===== config.mk =====
export PLATFORM = sky130hd
export DESIGN_NAME = idt_dec
export DESIGN_NICKNAME = d
export VERILOG_FILES = /design/src/rtl/idt_pkg.sv /design/src/rtl/idt_dec.sv
export SDC_FILE = /design/constraint.sdc
export NUM_CORES = 1
export LEC_CHECK = 0
export ABC_AREA = 0
export BUFFER_PORTS_ARGS = -buffer_cell sky130_fd_sc_hd__buf_4
export CELL_PAD_IN_SITES_DETAIL_PLACEMENT = 0
export CELL_PAD_IN_SITES_GLOBAL_PLACEMENT = 1
export CORE_AREA = 2 2 39 41
export DETAILED_ROUTE_END_ITERATION = 10
export DIE_AREA = 0 0 41 43
export PLACE_DENSITY_LB_ADDON = 0.3
export SLEW_MARGIN = 20
export SYNTH_ARGS = -nofsm -noshare
export SYNTH_HDL_FRONTEND = slang
export SYNTH_SLANG_ARGS = --single-unit

===== constraint.sdc =====
create_clock -name vclk -period 3.2
set_clock_uncertainty 0.1 [all_clocks]
set_input_delay 0.48 -clock vclk [all_inputs]
set_output_delay 0.48 -clock vclk [all_outputs]
set_load 0.05 [all_outputs]

===== src/rtl/idt_pkg.sv =====
// -----------------------------------------------------------------------------
// idt_pkg
// Shared definitions for the RV32I instruction-format classifier (idt) and
// its combinational decode core (idt_dec).
//
// Contents:
//   - RV32I major opcode constants (instruction bits [6:0]).
//   - fmt_e        : encoded instruction format (0 none .. 6 J).
//   - fmt_flags_t  : packed one-hot format flags {r, i, s, b, u, j}.
//   - flags_none() : true when no format flag is set.
// -----------------------------------------------------------------------------
package idt_pkg;

    // RV32I major opcodes
    localparam logic [6:0] OP_R      = 7'b0110011;
    localparam logic [6:0] OP_IMM    = 7'b0010011;
    localparam logic [6:0] OP_LOAD   = 7'b0000011;
    localparam logic [6:0] OP_JALR   = 7'b1100111;
    localparam logic [6:0] OP_SYSTEM = 7'b1110011;
    localparam logic [6:0] OP_FENCE  = 7'b0001111;
    localparam logic [6:0] OP_STORE  = 7'b0100011;
    localparam logic [6:0] OP_BRANCH = 7'b1100011;
    localparam logic [6:0] OP_LUI    = 7'b0110111;
    localparam logic [6:0] OP_AUIPC  = 7'b0010111;
    localparam logic [6:0] OP_JAL    = 7'b1101111;

    // Encoded format; FMT_NONE doubles as the "illegal" class index.
    typedef enum logic [2:0] {
        FMT_NONE = 3'd0,
        FMT_R    = 3'd1,
        FMT_I    = 3'd2,
        FMT_S    = 3'd3,
        FMT_B    = 3'd4,
        FMT_U    = 3'd5,
        FMT_J    = 3'd6
    } fmt_e;

    // One-hot (or all-zero) format flags.
    typedef struct packed {
        logic r;
        logic i;
        logic s;
        logic b;
        logic u;
        logic j;
    } fmt_flags_t;

    // True when the opcode matched no supported format.
    function automatic logic flags_none(input fmt_flags_t f);
        return ~|f;
    endfunction

endpackage : idt_pkg


===== src/rtl/idt_dec.sv =====
// -----------------------------------------------------------------------------
// idt_dec
// Purely combinational RV32I opcode -> instruction-format decode.
// Shared by the registered classifier (idt) and by the instruction decoder's
// combinational paths. Unsupported opcodes, including any with bits [1:0]
// other than 2'b11, yield all-zero flags and FMT_NONE, so the flags are safe
// to use directly as AND-masks when assembling immediates.
//
// Ports:
//   opcode : input  [6:0]  instruction bits [6:0]
//   flags  : output        one-hot {r,i,s,b,u,j}, all-zero when unsupported
//   fmt    : output [2:0]  encoded format (fmt_e)
// -----------------------------------------------------------------------------
module idt_dec
    import idt_pkg::*;
(
    input  logic [6:0] opcode,
    output fmt_flags_t flags,
    output fmt_e       fmt
);

    always_comb begin
        flags = '0;
        fmt   = FMT_NONE;
        // Full 7-bit match: compressed/reserved encodings (bits [1:0] != 11)
        // fall through to the default and stay all-zero.
        case (opcode)
            OP_R: begin
                flags.r = 1'b1;
                fmt     = FMT_R;
            end
            OP_IMM, OP_LOAD, OP_JALR, OP_SYSTEM, OP_FENCE: begin
                flags.i = 1'b1;
                fmt     = FMT_I;
            end
            OP_STORE: begin
                flags.s = 1'b1;
                fmt     = FMT_S;
            end
            OP_BRANCH: begin
                flags.b = 1'b1;
                fmt     = FMT_B;
            end
            OP_LUI, OP_AUIPC: begin
                flags.u = 1'b1;
                fmt     = FMT_U;
            end
            OP_JAL: begin
                flags.j = 1'b1;
                fmt     = FMT_J;
            end
            default: begin
                flags = '0;
                fmt   = FMT_NONE;
            end
        endcase
    end

endmodule : idt_dec


==> Implementation_results.wiki <==
{| class="wikitable"
! Metric !! Value
|-
| Setup violators final || 0
|-
| Total count of max-transition violations in the final report || 0
|-
| Maximum clock frequency || roughly 470 MHz
|-
| Worst slew pin tran || ~0.35 ns
|-
| Detailed Place HPWL || between 400 and 500 µm
|-
| Most frequent cells in the layout || 16 x sky130_fd_sc_hd__buf_4, 6 x sky130_fd_sc_hd__nor2_1, 4 x sky130_fd_sc_hd__nand2_1, 3 x sky130_fd_sc_hd__o21ai_0
|-
| Final Wtd Congestion || approximately 0.7
|-
| Number of hold buffers added after CTS || 0
|-
| Number of gates given a new drive strength after cts || 0
|-
| Net count after synthesis || 41
|-
| Layout fillers || approximately 160
|-
| Buffers added on ports || 16
|-
| Highest ir drop seen on vdd || roughly 23 µV
|-
| Routed vias/inst || 4.47
|-
| Synthesized area || about 210 µm²
|-
| Sw Pwr || ~0.000019 W
|-
| Static power due to leakage || roughly 0.14 nW
|-
| Worst Setup Start Kind || primary input
|-
| Final-layout clock buffer total || 0
|-
| Largest net degree at the start of global routing || 13
|-
| Number of I/O pins || 16
|-
| Routed length per placed instance || 10.3 µm
|-
| NumNets Final || 57
|-
| Required time reported for the critical path endpoint || 2.62 ns
|-
| Sequential cell area || 0 µm²
|-
| N_diodes || 0
|-
| Sum of overflow across all layers after global routing || 0
|-
| Run status || complete, no violations
|-
| Total length of routed wires || around 660 µm
|-
| CP Max Fanout || 7
|-
| Global-route usage over all layers || roughly 7%
|-
| Post-Route Setup TNS || 0 ns
|-
| Effective utilization at floorplan || between 10% and 20%
|-
| Min Clock Period, post-route || about 2.1 ns
|-
| Vias in the first global route || around 210
|-
| Global-route wire length before repair || around 950 µm
|-
| Sequential cell area fraction in the yosys report || 0%
|-
| Area after DPL || around 330 µm²
|-
| Number of vias after detailed routing || ~290
|-
| Sequential fraction of design power || 0%
|-
| Count of final hold-check violations || 0
|-
| First-pass iteration count of the detailed router || 1
|-
| Slew margin rel. || 76.9%
|-
| Most common cell after layout, fill and taps aside || sky130_fd_sc_hd__buf_4
|-
| Series of cell instances along the critical path || buf_4, or2_1, a211o_2, a21oi_1, buf_4
|-
| Utilization after layout || between 20% and 30%
|-
| Per-instance average area after synthesis || about 6 µm²
|-
| Clock Power Share || 0%
|-
| Areal power density over the cells || 98.6 nW/µm²
|-
| Horiz. Die Dim || slightly above 40 µm
|-
| Worst hold path endpoint || fmt[0]
|-
| Critical Path Sink Type || primary output
|-
| Number of max-cap violations || 0
|-
| Type of the worst min-delay path || in -> out
|-
| Setup bufs post-CTS || 0
|-
| Sw Ratio || 58.9%
|-
| Die Y-Extent || between 40 and 50 µm
|-
| Slowest stage cell, crit path || sky130_fd_sc_hd__a211o_2
|-
| Total internal power || ~0.000013 W
|-
| Synth unique cells || 22
|-
| Category of the most critical setup path || in -> out
|-
| Number of antenna violations at the first check in global routing || 0
|-
| Area grow syn2layout || 60.6%
|-
| DRT antenna net count || 0
|-
| Tcrit/Tclk final || about two thirds
|-
| Total DRC errors in the routed layout || 0
|-
| Final sequential cell count || 0
|-
| CORE AREA || ~1400 µm²
|-
| Cell repeated most along the worst path || sky130_fd_sc_hd__buf_4
|-
| Die area || about 1800 µm²
|-
| Combinational fraction of design power || 100.0%
|-
| Starting DRC count in detailed routing || 0
|-
| Cell count of the worst hold path || 3
|-
| Start point of the worst hold path || opcode[3]
|-
| Fraction of layout cells with a size suffix above 1 || 39.6%
|-
| Slowest Stage Delay on Critical Path || approximately 0.32 ns
|-
| Instance count of the mapped netlist || 34
|-
| Data arrival time at the worst-slack endpoint || 1.56 ns
|-
| Cell area after layout || approximately 330 µm²
|-
| Unrepaired setup endpoints after global routing || false
|-
| Warning count from the yosys run || 0
|-
| Number of rows in the core area || 14
|}
## layer usage
metal,part of all wire [%],vias up,GRT usage [%]
met2,41,10,9.06
met4,0,0,0
li1,-,157,-
met3,8.7,0,0.524
met1,50,119,13.0
met5,0,-,0
## metrics by stage
| step | hold WS [ns] | setup WS, ns | total power, W | cells |
|---|---|---|---|---|
| 3_3_place_gp | 1.23 | 1.05 | 0.0000332 | 64 |
| 5_1_grt | 1.25 | 1.03 | 0.0000356 | 64 |
| 3_5_place_dp | 1.22 | 1.07 | 0.0000327 | 64 |
| 4_1_cts | 1.22 | 1.07 | 0.0000327 | 64 |
| 6_report | 1.22 | 1.06 | 0.0000327 | 64 |
| 2_1_floorplan | 1.04 | 0.184 | 0.0000196 | 34 |
## cell usage after synthesis
cell type                   count  area (µm²)
sky130_fd_sc_hd__a2111oi_0      1        8.76
sky130_fd_sc_hd__a211o_2        1        10.0
sky130_fd_sc_hd__a21oi_1        2        10.0
sky130_fd_sc_hd__a31oi_1        1        6.26
sky130_fd_sc_hd__and2b_2        1        8.76
sky130_fd_sc_hd__and3_2         1        7.51
sky130_fd_sc_hd__and3b_1        1        8.76
sky130_fd_sc_hd__buf_2          1        5.00
sky130_fd_sc_hd__buf_6          1        11.3
sky130_fd_sc_hd__nand2_1        4        15.0
sky130_fd_sc_hd__nand2b_1       1        6.26
sky130_fd_sc_hd__nand3_1        1        5.00
sky130_fd_sc_hd__nor2_1         6        22.5
sky130_fd_sc_hd__nor3b_1        2        15.0
sky130_fd_sc_hd__nor4_1         1        6.26
sky130_fd_sc_hd__nor4b_1        1        8.76
sky130_fd_sc_hd__o21ai_0        3        15.0
sky130_fd_sc_hd__o21bai_1       1        7.51
sky130_fd_sc_hd__or2_1          1        6.26
sky130_fd_sc_hd__or3_1          1        6.26
sky130_fd_sc_hd__or3b_1         1        8.76
sky130_fd_sc_hd__or4_1          1        7.51
## power by group through the flow
stage	registers, W	clock network (W)	logic, W
CTS	0	0	0.0000327
global route	0	0	0.0000355
detailed placement	0	0	0.0000327
finish	0	0	0.0000327
global placement	0	0	0.0000332
floorplan	0	0	0.0000196
## critical path: cells and delay by family
kind                   cells  cell delay, ns
AO/OA/AOI/OAI              2            0.46
buffers and inverters      2            0.34
AND/OR/NAND/NOR            1            0.27
## final cells by class
class / instances / area, µm² / share of cell area (%)
multi-input combinational: 32 / 191 / 57.7
tap: 16 / 20.0 / 6.04
timing repair buffer: 16 / 120 / 36.2
## logic make-up (layout without fill, tap and decap cells)
logic type	after synthesis	count (layout)	share of synthesized area [%]
and+or+nand+nor	23	23	64.2
buffers and inverters	2	16	7.88
AOI/OAI and AO/OA	9	9	27.9
## how the worst max path moves through the flow
stage	to	cells after the start	from
after floorplan	fmt[0]	2	opcode[6]
after global placement	fmt[1]	4	opcode[4]
after detailed placement	fmt[2]	5	opcode[2]
after CTS	fmt[2]	5	opcode[2]
after global routing	fmt[1]	4	opcode[4]
final	fmt[2]	5	opcode[2]
Note: power is estimated with default switching activity, not from simulation.
